### src/rtl/johnson_phase_sequencer_if.sv
// Control/status bundle between a control master and the Johnson phase sequencer.
// The master drives run control; the sequencer returns the counter, phase strobes and progress flags.
interface johnson_phase_sequencer_if #(
  parameter int WIDTH = 4,
  parameter int CNT_W = 8
) ();
  logic               start;
  logic [CNT_W-1:0]   cycles;
  logic               stop;
  logic               hold;
  logic [WIDTH-1:0]   q;
  logic [2*WIDTH-1:0] phase;
  logic               busy;
  logic               rot_done;
  logic               done;
  logic               err;

  modport master (
    output start, cycles, stop, hold,
    input  q, phase, busy, rot_done, done, err
  );

  modport slave (
    input  start, cycles, stop, hold,
    output q, phase, busy, rot_done, done, err
  );
endinterface

### src/rtl/johnson_phase_sequencer.sv
// Runs a WIDTH-stage Johnson counter for a programmed number of rotations (or until stopped),
// decodes it to one-hot phase strobes and recovers from illegal register states.
module johnson_phase_sequencer #(
  parameter int WIDTH = 4,
  parameter int CNT_W = 8
) (
  input  logic                    clk,
  input  logic                    clear,
  johnson_phase_sequencer_if.slave bus
);

  localparam logic [0:0] ST_IDLE = 1'b0;
  localparam logic [0:0] ST_RUN  = 1'b1;
  localparam logic [WIDTH-1:0] LAST_CODE = {1'b1, {(WIDTH-1){1'b0}}};

  // k-th code of the twisted-ring sequence: ones fill from the LSB, then drain from the LSB.
  function automatic logic [WIDTH-1:0] johnson_code(input int k);
    logic [WIDTH-1:0] ones;
    ones = '1;
    if (k <= WIDTH) begin
      johnson_code = ~(ones << k);
    end else begin
      johnson_code = ones << (k - WIDTH);
    end
  endfunction

  // One-hot position of v in the sequence; all-zero flags a non-Johnson state.
  function automatic logic [2*WIDTH-1:0] phase_decode(input logic [WIDTH-1:0] v);
    logic [2*WIDTH-1:0] oh;
    oh = '0;
    for (int k = 0; k < 2*WIDTH; k++) begin
      if (v == johnson_code(k)) begin
        oh[k] = 1'b1;
      end else begin
        oh[k] = 1'b0;
      end
    end
    return oh;
  endfunction

  logic [0:0]         state_r, state_nxt_s;
  logic [WIDTH-1:0]   q_r, q_nxt_s;
  logic [2*WIDTH-1:0] phase_r, phase_nxt_s;
  logic [CNT_W-1:0]   cyc_left_r, cyc_nxt_s;
  logic               busy_r, busy_nxt_s;
  logic               rot_done_r, rot_nxt_s;
  logic               done_r, done_nxt_s;
  logic               err_r, err_nxt_s;
  logic               stop_pending_r, stop_nxt_s;
  logic               legal_s;
  logic               end_run_s;

  assign legal_s = |phase_decode(q_r);

  // Next-state computation for the run controller and counter.
  always_comb begin
    state_nxt_s = state_r;
    q_nxt_s     = q_r;
    cyc_nxt_s   = cyc_left_r;
    stop_nxt_s  = stop_pending_r;
    err_nxt_s   = err_r;
    rot_nxt_s   = 1'b0;
    done_nxt_s  = 1'b0;
    end_run_s   = 1'b0;
    case (state_r)
      ST_IDLE: begin
        q_nxt_s = '0;
        if (bus.start) begin
          cyc_nxt_s   = bus.cycles;
          stop_nxt_s  = 1'b0;
          err_nxt_s   = 1'b0;
          state_nxt_s = ST_RUN;
        end else begin
          state_nxt_s = ST_IDLE;
        end
      end
      ST_RUN: begin
        if (bus.stop) begin
          stop_nxt_s = 1'b1;
        end else begin
          stop_nxt_s = stop_pending_r;
        end
        // Illegal codes abort silently (no done), even while held.
        if (!legal_s) begin
          err_nxt_s   = 1'b1;
          q_nxt_s     = '0;
          state_nxt_s = ST_IDLE;
        end else if (bus.hold) begin
          q_nxt_s = q_r;
        end else begin
          q_nxt_s = {q_r[WIDTH-2:0], ~q_r[WIDTH-1]};
          if (q_r == LAST_CODE) begin
            rot_nxt_s = 1'b1;
            end_run_s = stop_pending_r | bus.stop | (cyc_left_r == CNT_W'(1));
            if (end_run_s) begin
              state_nxt_s = ST_IDLE;
              done_nxt_s  = 1'b1;
            end else if (cyc_left_r != '0) begin
              cyc_nxt_s = cyc_left_r - CNT_W'(1);
            end else begin
              cyc_nxt_s = cyc_left_r;
            end
          end else begin
            cyc_nxt_s = cyc_left_r;
          end
        end
      end
      default: begin
        state_nxt_s = ST_IDLE;
        q_nxt_s     = '0;
      end
    endcase
    busy_nxt_s  = (state_nxt_s == ST_RUN);
    phase_nxt_s = busy_nxt_s ? phase_decode(q_nxt_s) : '0;
  end

  // State and output registers.
  always_ff @(posedge clk or negedge clear) begin
    if (!clear) begin
      state_r        <= ST_IDLE;
      q_r            <= '0;
      phase_r        <= '0;
      cyc_left_r     <= '0;
      busy_r         <= 1'b0;
      rot_done_r     <= 1'b0;
      done_r         <= 1'b0;
      err_r          <= 1'b0;
      stop_pending_r <= 1'b0;
    end else begin
      state_r        <= state_nxt_s;
      q_r            <= q_nxt_s;
      phase_r        <= phase_nxt_s;
      cyc_left_r     <= cyc_nxt_s;
      busy_r         <= busy_nxt_s;
      rot_done_r     <= rot_nxt_s;
      done_r         <= done_nxt_s;
      err_r          <= err_nxt_s;
      stop_pending_r <= stop_nxt_s;
    end
  end

  assign bus.q        = q_r;
  assign bus.phase    = phase_r;
  assign bus.busy     = busy_r;
  assign bus.rot_done = rot_done_r;
  assign bus.done     = done_r;
  assign bus.err      = err_r;

endmodule

### src/flat_wrapper.sv
// flat-port wrapper written by rule: the top's interface ports become plain ports
module johnson_phase_sequencer_flat 
#(
  parameter int WIDTH = 4,
  parameter int CNT_W = 8
)
  (clk, clear, bus_start, bus_cycles, bus_stop, bus_hold, bus_q, bus_phase, bus_busy, bus_rot_done, bus_done, bus_err);
  johnson_phase_sequencer_if #(.WIDTH(WIDTH), .CNT_W(CNT_W)) bus_i ();
  input  logic clk;
  input  logic clear;
  input wire logic [$bits(bus_i.start)-1:0] bus_start;
  input wire logic [$bits(bus_i.cycles)-1:0] bus_cycles;
  input wire logic [$bits(bus_i.stop)-1:0] bus_stop;
  input wire logic [$bits(bus_i.hold)-1:0] bus_hold;
  output wire logic [$bits(bus_i.q)-1:0] bus_q;
  output wire logic [$bits(bus_i.phase)-1:0] bus_phase;
  output wire logic [$bits(bus_i.busy)-1:0] bus_busy;
  output wire logic [$bits(bus_i.rot_done)-1:0] bus_rot_done;
  output wire logic [$bits(bus_i.done)-1:0] bus_done;
  output wire logic [$bits(bus_i.err)-1:0] bus_err;
  assign bus_i.start = bus_start;
  assign bus_i.cycles = bus_cycles;
  assign bus_i.stop = bus_stop;
  assign bus_i.hold = bus_hold;
  assign bus_q = bus_i.q;
  assign bus_phase = bus_i.phase;
  assign bus_busy = bus_i.busy;
  assign bus_rot_done = bus_i.rot_done;
  assign bus_done = bus_i.done;
  assign bus_err = bus_i.err;
  johnson_phase_sequencer #(.WIDTH(WIDTH), .CNT_W(CNT_W)) u_core (.clk(clk), .clear(clear), .bus(bus_i));
endmodule
### config.mk
export PLATFORM = sky130hd
export DESIGN_NAME = johnson_phase_sequencer_flat
export DESIGN_NICKNAME = d
export VERILOG_FILES = /design/src/rtl/johnson_phase_sequencer_if.sv /design/src/rtl/johnson_phase_sequencer.sv /design/src/flat_wrapper.sv
export SDC_FILE = /design/constraint.sdc
export NUM_CORES = 1
export LEC_CHECK = 0
export ABC_AREA = 1
export BUFFER_PORTS_ARGS = -buffer_cell sky130_fd_sc_hd__buf_2
export CORE_ASPECT_RATIO = 1.5
export CORE_MARGIN = 1
export CORE_UTILIZATION = 40
export CTS_BUF_LIST = sky130_fd_sc_hd__clkbuf_2
export CTS_CLUSTER_SIZE = 12
export DETAILED_ROUTE_END_ITERATION = 7
export GPL_TIMING_DRIVEN = 1
export PLACE_DENSITY = 0.61
export SLEW_MARGIN = 0
export SYNTH_ARGS = -nofsm -noshare
export SYNTH_HDL_FRONTEND = slang
export SYNTH_SLANG_ARGS = --single-unit
### constraint.sdc
create_clock -name clk -period 3.2 [get_ports clk]
set_clock_uncertainty 0.15 [all_clocks]
set_input_delay 0.32 -clock clk [delete_from_list [all_inputs] [get_ports clk]]
set_output_delay 0.32 -clock clk [all_outputs]
set_load 0.01 [all_outputs]
# ---- After elaboration in Yosys (flattened, before gate mapping)
# Cells that the tools add are included.
dict set report totals {
  reg_bits 25
  inputBits 13
  output_inout_bits 16
  elab_cells 89
}
dict set report op_classes {
  add_sub_neg 1
  eq_ne 23
  muxes 46
  bitwise 4
  reduce_logical 7
}
# operator count
set ops {}
lappend ops {{8-bit 2-to-1 mux} 7}
lappend ops {{4-bit == test (second input constant)} 8}
lappend ops {{1-bit 2-to-1 mux} 32}
lappend ops {{2-bit inequality test (second input constant)} 8}
lappend ops {{8-bit one-hot mux with 2 select lines} 1}
lappend ops {{4-bit by 1-bit == test with 1-bit output (second input constant)} 2}
lappend ops {{4-bit by 2-bit == test with 1-bit output (second input constant)} 2}
lappend ops {{4-bit by 3-bit == test with 1-bit output (second input constant)} 2}
lappend ops {{8-bit by 1-bit == test with 1-bit output (second input constant)} 1}
lappend ops {{4-bit logical NOT} 2}
lappend ops {{4-bit 2-to-1 mux} 2}
lappend ops {{4-bit one-hot mux with 2 select lines} 1}
lappend ops {{8-bit nonzero test} 1}
lappend ops {{8-bit OR reduction} 1}
lappend ops {{8-bit by 1-bit subtractor with 8-bit output (second input constant)} 1}
lappend ops {{1-bit one-hot mux with 2 select lines} 3}
lappend ops {{6-bit AND reduction} 1}
lappend ops {{2-bit AND reduction} 2}
lappend ops {{1-bit NOT} 2}
lappend ops {{1-bit OR} 2}

# ---- Depth between registers and ports, before layout
dict set report depth {
  ltp_word 8
  mapped_depth 10
  depth_no_buf 10
}

# ---- Least setup slack after synthesis
# Ideal clock, no wire load.
dict set report synth_timing {
  kind {flip-flop to flip-flop}
  startpoint {register u_core.cyc_left_r[0]}
  endpoint {register u_core.cyc_left_r[6]}
  setup_time_ns 0.065
  t_arrival_ns 1.199
  required_ns 2.985
  slack_ns 1.786
  path_stages_with_launch 11
  path_buffers 0
  synth_period_minus_slack_ns 1.414
  cell_sequence {dfrtp_1 > inv_1 > ha_1 > inv_1 > nor2_1 > nand2_1 > o21bai_1 > nand3_1 > nand2_1 > nand2_1 > nand2_1}
}
dict set report synth_between {
  elab_chain_len 7
  elab_cells_between_ends 13
  classes_between {add/sub (1); eq/ne (3); mux (6); bitwise (1); reduce/logical (2)}
}
# item line
set synth_rtl {}
lappend synth_rtl {{start: declaration} johnson_phase_sequencer.sv:44} ;# logic [CNT_W-1:0] cyc_left_r, cyc_nxt_s;
lappend synth_rtl {{start signal: assignment} johnson_phase_sequencer.sv:133} ;# cyc_left_r <= cyc_nxt_s;
lappend synth_rtl {{8-bit by 1-bit subtractor with 8-bit output} johnson_phase_sequencer.sv:99} ;# cyc_nxt_s = cyc_left_r - CNT_W'(1);
lappend synth_rtl {{8-bit 2-to-1 mux} johnson_phase_sequencer.sv:98} ;# end else if (cyc_left_r != '0) begin
lappend synth_rtl {{8-bit 2-to-1 mux} johnson_phase_sequencer.sv:95} ;# if (end_run_s) begin
lappend synth_rtl {{8-bit 2-to-1 mux} johnson_phase_sequencer.sv:92} ;# if (q_r == LAST_CODE) begin
lappend synth_rtl {{8-bit 2-to-1 mux} johnson_phase_sequencer.sv:88} ;# end else if (bus.hold) begin
lappend synth_rtl {{8-bit 2-to-1 mux} johnson_phase_sequencer.sv:84} ;# if (!legal_s) begin
lappend synth_rtl {{8-bit one-hot mux with 2 select lines} johnson_phase_sequencer.sv:65} ;# case (state_r)
# Parallel ways exist; a longest one is shown, timed or not. The select of a mux whose other input is x is not followed.
# A chain may end at the register's enable or synchronous reset.

# ---- Worst setup path in the final report
dict set report layout_timing {
  startpoint {register u_core.state_r}
  endpoint {register u_core.phase_r[0] (netlist: u_core.bus.phase[0])}
}
dict set report layout_between {
  elab_chain_len 5
  elab_cells_between_ends 6
  classes_between {mux (4); bitwise (1); reduce/logical (1)}
}
# item line
set layout_rtl {}
lappend layout_rtl {{start: declaration} johnson_phase_sequencer.sv:41} ;# logic [0:0] state_r, state_nxt_s;
lappend layout_rtl {{start signal: assignment} johnson_phase_sequencer.sv:130} ;# state_r <= state_nxt_s;
lappend layout_rtl {{1-bit NOT} johnson_phase_sequencer.sv:65}
lappend layout_rtl {{4-bit one-hot mux with 2 select lines} johnson_phase_sequencer.sv:65}
lappend layout_rtl {{4-bit logical NOT} johnson_phase_sequencer.sv:32} ;# if (v == johnson_code(k)) begin
lappend layout_rtl {{1-bit 2-to-1 mux} johnson_phase_sequencer.sv:32}
lappend layout_rtl {{8-bit 2-to-1 mux (*)} johnson_phase_sequencer.sv:114} ;# phase_nxt_s = busy_nxt_s ? phase_decode(q_nxt_s) : '0;
lappend layout_rtl {{named net u_core.phase_nxt_s[0]} johnson_phase_sequencer.sv:43} ;# logic [2*WIDTH-1:0] phase_r, phase_nxt_s;
lappend layout_rtl {{end signal: assignment} johnson_phase_sequencer.sv:132} ;# phase_r <= phase_nxt_s;
lappend layout_rtl {{end: declaration} johnson_phase_sequencer.sv:43}
# The timed path passes the listed nets; every way through them passes the cells marked *.

==> key figures <==
Outcome
  • Outcome: finished, final reports clean

Yosys
  • Yosys warns: 0
  • Mux cell area share after synthesis: 0%
  • Seq/Total Area, Yosys: 47.4%
  • Post-synthesis simple-gate area fraction: 34.6%
  • Number of cells produced by synthesis: 171
  • Netlist Area Pre-Place: 1320 um^2
  • Synth Area in Adders: 2.85%
  • Number of synthesized register bits: 25
  • Largest family of logic cells by synthesized area: simple AND/OR/NAND/NOR gates
  • Yosys cell types: 24
  • Synthesized area per cell: 7.71 um^2
  • Post-Synth XOR/XNOR Area: 0%
  • Total nets after synthesis: 187
  • Compound-gate portion of the synthesized area: 8.16%

Global routing
  • Total track usage: 19.0%
  • Largest net degree at the start of global routing: 26
  • Total gr overflow: 0
  • Initial antenna violation count: 0
  • Vias in the first global route: 1206
  • First-pass GRT wire length: 5130 um

Placed design
  • Setup WS pre-CTS: 1.26 ns
  • GPL Wtd Cong: 0.850
  • Cells after DPL: 236
  • IO Port Bufs: 28
  • DP Wirelength: 2270 um
  • Post-DP Area: 1500 um^2

Floorplan
  • I/O pin cnt: 29
  • Die area: 3540 um^2
  • Core Box Area: 3160 um^2
  • Die Ht: 72.3 um
  • Std cell rows: 25
  • Initial Util: 41.7%
  • Die width: 48.9 um

Critical path
  • Crit start category: register
  • Critical-path cell list: inv_1 > nand2_1 > inv_1 > a21oi_1 > nor2_1
  • Crit path kind: reg -> reg
  • Crit path largest cell delay: 0.67 ns
  • FF-to-FF setup slack: 1.22 ns
  • Critical path data required time: 3.31 ns
  • Slowest library cell on the worst path: dfrtp_1
  • CP Max Fanout: 13
  • Most used cell, CP: inv_1
  • RR Endpoint: u_core.bus.phase[0]
  • Critical R2R Launch: u_core.state_r
  • CP arrival: 2.09 ns
  • R2R depth: 5
  • Setup crit end kind: register

CTS
  • Setup Buffers After CTS: 0
  • Clock latency on the worst-skew pair: 0.33 ns
  • Clock sinks: 25
  • Worst-path clk slew: 0.22 ns
  • TritonCTS Buffers: 3
  • TritonCTS clock tree: built
  • H-tree levels: 1
  • CTS-repair resized insts: 0
  • Clock root cell: clkbuf_2
  • Cts hold-fix bufs: 1
  • Maximum root-to-sink buffer count: 2

Timing
  • Fmax: 0.504 GHz
  • Min setup slack post-route: 1.22 ns
  • Max_slew headroom: 63.1%
  • Final min period: 1.98 ns
  • Final setup viols: 0
  • Fin. Hold Viols: 0
  • Max Transition Viols Final: 0
  • Worst-Margin Slew: 0.553 ns
  • Tcrit/Tclk final: 62.0%
  • RSZ-0062 raised after global routing: false
  • Min Hold Slack: 0.0865 ns
  • Total negative setup slack: 0 ns

Routing
  • DRT Pass-1 Iters: 4
  • Post-DRT Antenna Nets: 0
  • # DRC: 0
  • Via density per instance: 4.84
  • Wirelength, routed: 2940 um
  • Post-DR wirelength/cell: 12.2 um
  • Vias after detailed routing: 1167
  • DRT iter0 DRCs: 31

Final layout
  • Post-Layout Cell Count: 241
  • Fill count: 334
  • Share of layout cells above drive strength 1: 21.9%
  • Area of the multi-input gates: 602 um^2
  • P&R area growth vs syn: 15.7%
  • Layout Utilization: 48.3%
  • # nets final: 218
  • Finished Cell Area: 1530 um^2
  • Reg area: 626 um^2
  • Diode count: 0

Min path
  • Hold Path Class: in -> reg
  • Hold Crit Depth: 2
  • Hold_sp: bus_stop
  • Worst Hold End: u_core.stop_pending_r

Power and ir drop
  • VDD IR max: 0.000535 V
  • PnR Total Power: 1.29 mW
  • Cell Pwr Density: 844 nW/um^2
  • Static Leakage: 0.860 nW

Flow run
  • Max cap viols: 0
==> cells by family after synthesis <==
logic type | Yosys count
buffers and inverters | 24
AND/OR/NAND/NOR | 101
AO/OA/AOI/OAI | 18
flip-flops | 25
adder cells (fa/ha/maj) | 3
==> sequential cells by signal, indices dropped and copies added, names as in the netlist <==
register / count
u_core.bus.rot_done: 1
u_core.state_r: 1
u_core.bus.done: 1
u_core.stop_pending_r: 1
u_core.bus.phase: 8
u_core.bus.q: 4
u_core.bus.err: 1
u_core.cyc_left_r: 8
==> worst max-delay path by stage <==
stage                                    start              endpoint  cells after the start
after floorplan           u_core.cyc_left_r[0]  u_core.cyc_left_r[6]                     10
after global placement          u_core.state_r   u_core.bus.phase[0]                      5
after detailed placement        u_core.state_r   u_core.bus.phase[0]                      5
after CTS                       u_core.state_r   u_core.bus.phase[0]                      5
after global routing            u_core.state_r   u_core.bus.phase[0]                      5
final                           u_core.state_r   u_core.bus.phase[0]                      5
==> area by class of cell <==
class	count	share of cell area, %
multi-input cells	122	39.4
well taps	40	3.28
flip-flops and latches	25	41.0
inverters	21	5.16
clock buffers	4	1.31
repair buffers	29	9.84
==> cells in the mapped netlist <==
cell type / count / share of area (%)
nand4_1: 2 / 0.95
inv_1: 19 / 5.4
o21a_1: 1 / 0.57
nand3_1: 15 / 5.7
inv_2: 2 / 0.57
nand2_4: 2 / 1.7
a22o_1: 1 / 0.66
dfrtp_1: 25 / 47
buf_2: 1 / 0.38
nor2_4: 1 / 0.85
o211ai_1: 2 / 1.1
o21bai_1: 2 / 1.1
ha_1: 3 / 2.8
o21ai_0: 8 / 3.0
nor3_1: 2 / 0.76
a21oi_1: 2 / 0.76
nand3_4: 1 / 1.3
o21ai_1: 1 / 0.38
nand2_1: 52 / 15
nor2_2: 5 / 2.4
nand2_2: 1 / 0.47
a31oi_1: 1 / 0.47
clkbuf_1: 2 / 0.57
nor2_1: 20 / 5.7
==> cell usage in the layout (no fill, tap or decap) <==
master and count:
a21oi_1 2, a22o_1 1, a31oi_1 1, buf_2 28, clkbuf_2 4, dfrtp_1 25
dlygate4sd3_1 1, ha_1 3, inv_1 19, inv_2 2, nand2_1 52, nand2_2 1
nand2_4 2, nand3_1 15, nand3_4 1, nand4_1 2, nor2_1 20, nor2_2 5
nor2_4 1, nor3_1 2, o211ai_1 2, o21a_1 1, o21ai_0 8, o21ai_1 1
o21bai_1 2
==> per-layer routing <==
layer	part of all wire [%]	global-route usage, %	up-vias
met4	0.85	8.17	0
met1	45	21.8	539
met5	0	0	-
li1	-	-	597
met3	2.6	1.68	2
met2	51	35.5	29
==> power breakdown <==
| group | switching, mW | internal [mW] | leakage, nW |
|---|---|---|---|
| clock | 0.0870 | 0.0330 | 0.0166 |
| combinational | 0.399 | 0.234 | 0.517 |
| sequential | 0.119 | 0.417 | 0.326 |
==> critical path: cells and delay by family, from the launching register on <==
kind,cells,cell delay (ns)
DFF,1,0.67
and+or+nand+nor,2,0.50
buffers and inverters,2,0.40
AOI/OAI and AO/OA,1,0.19
Note: power is estimated with default switching activity, not from simulation.
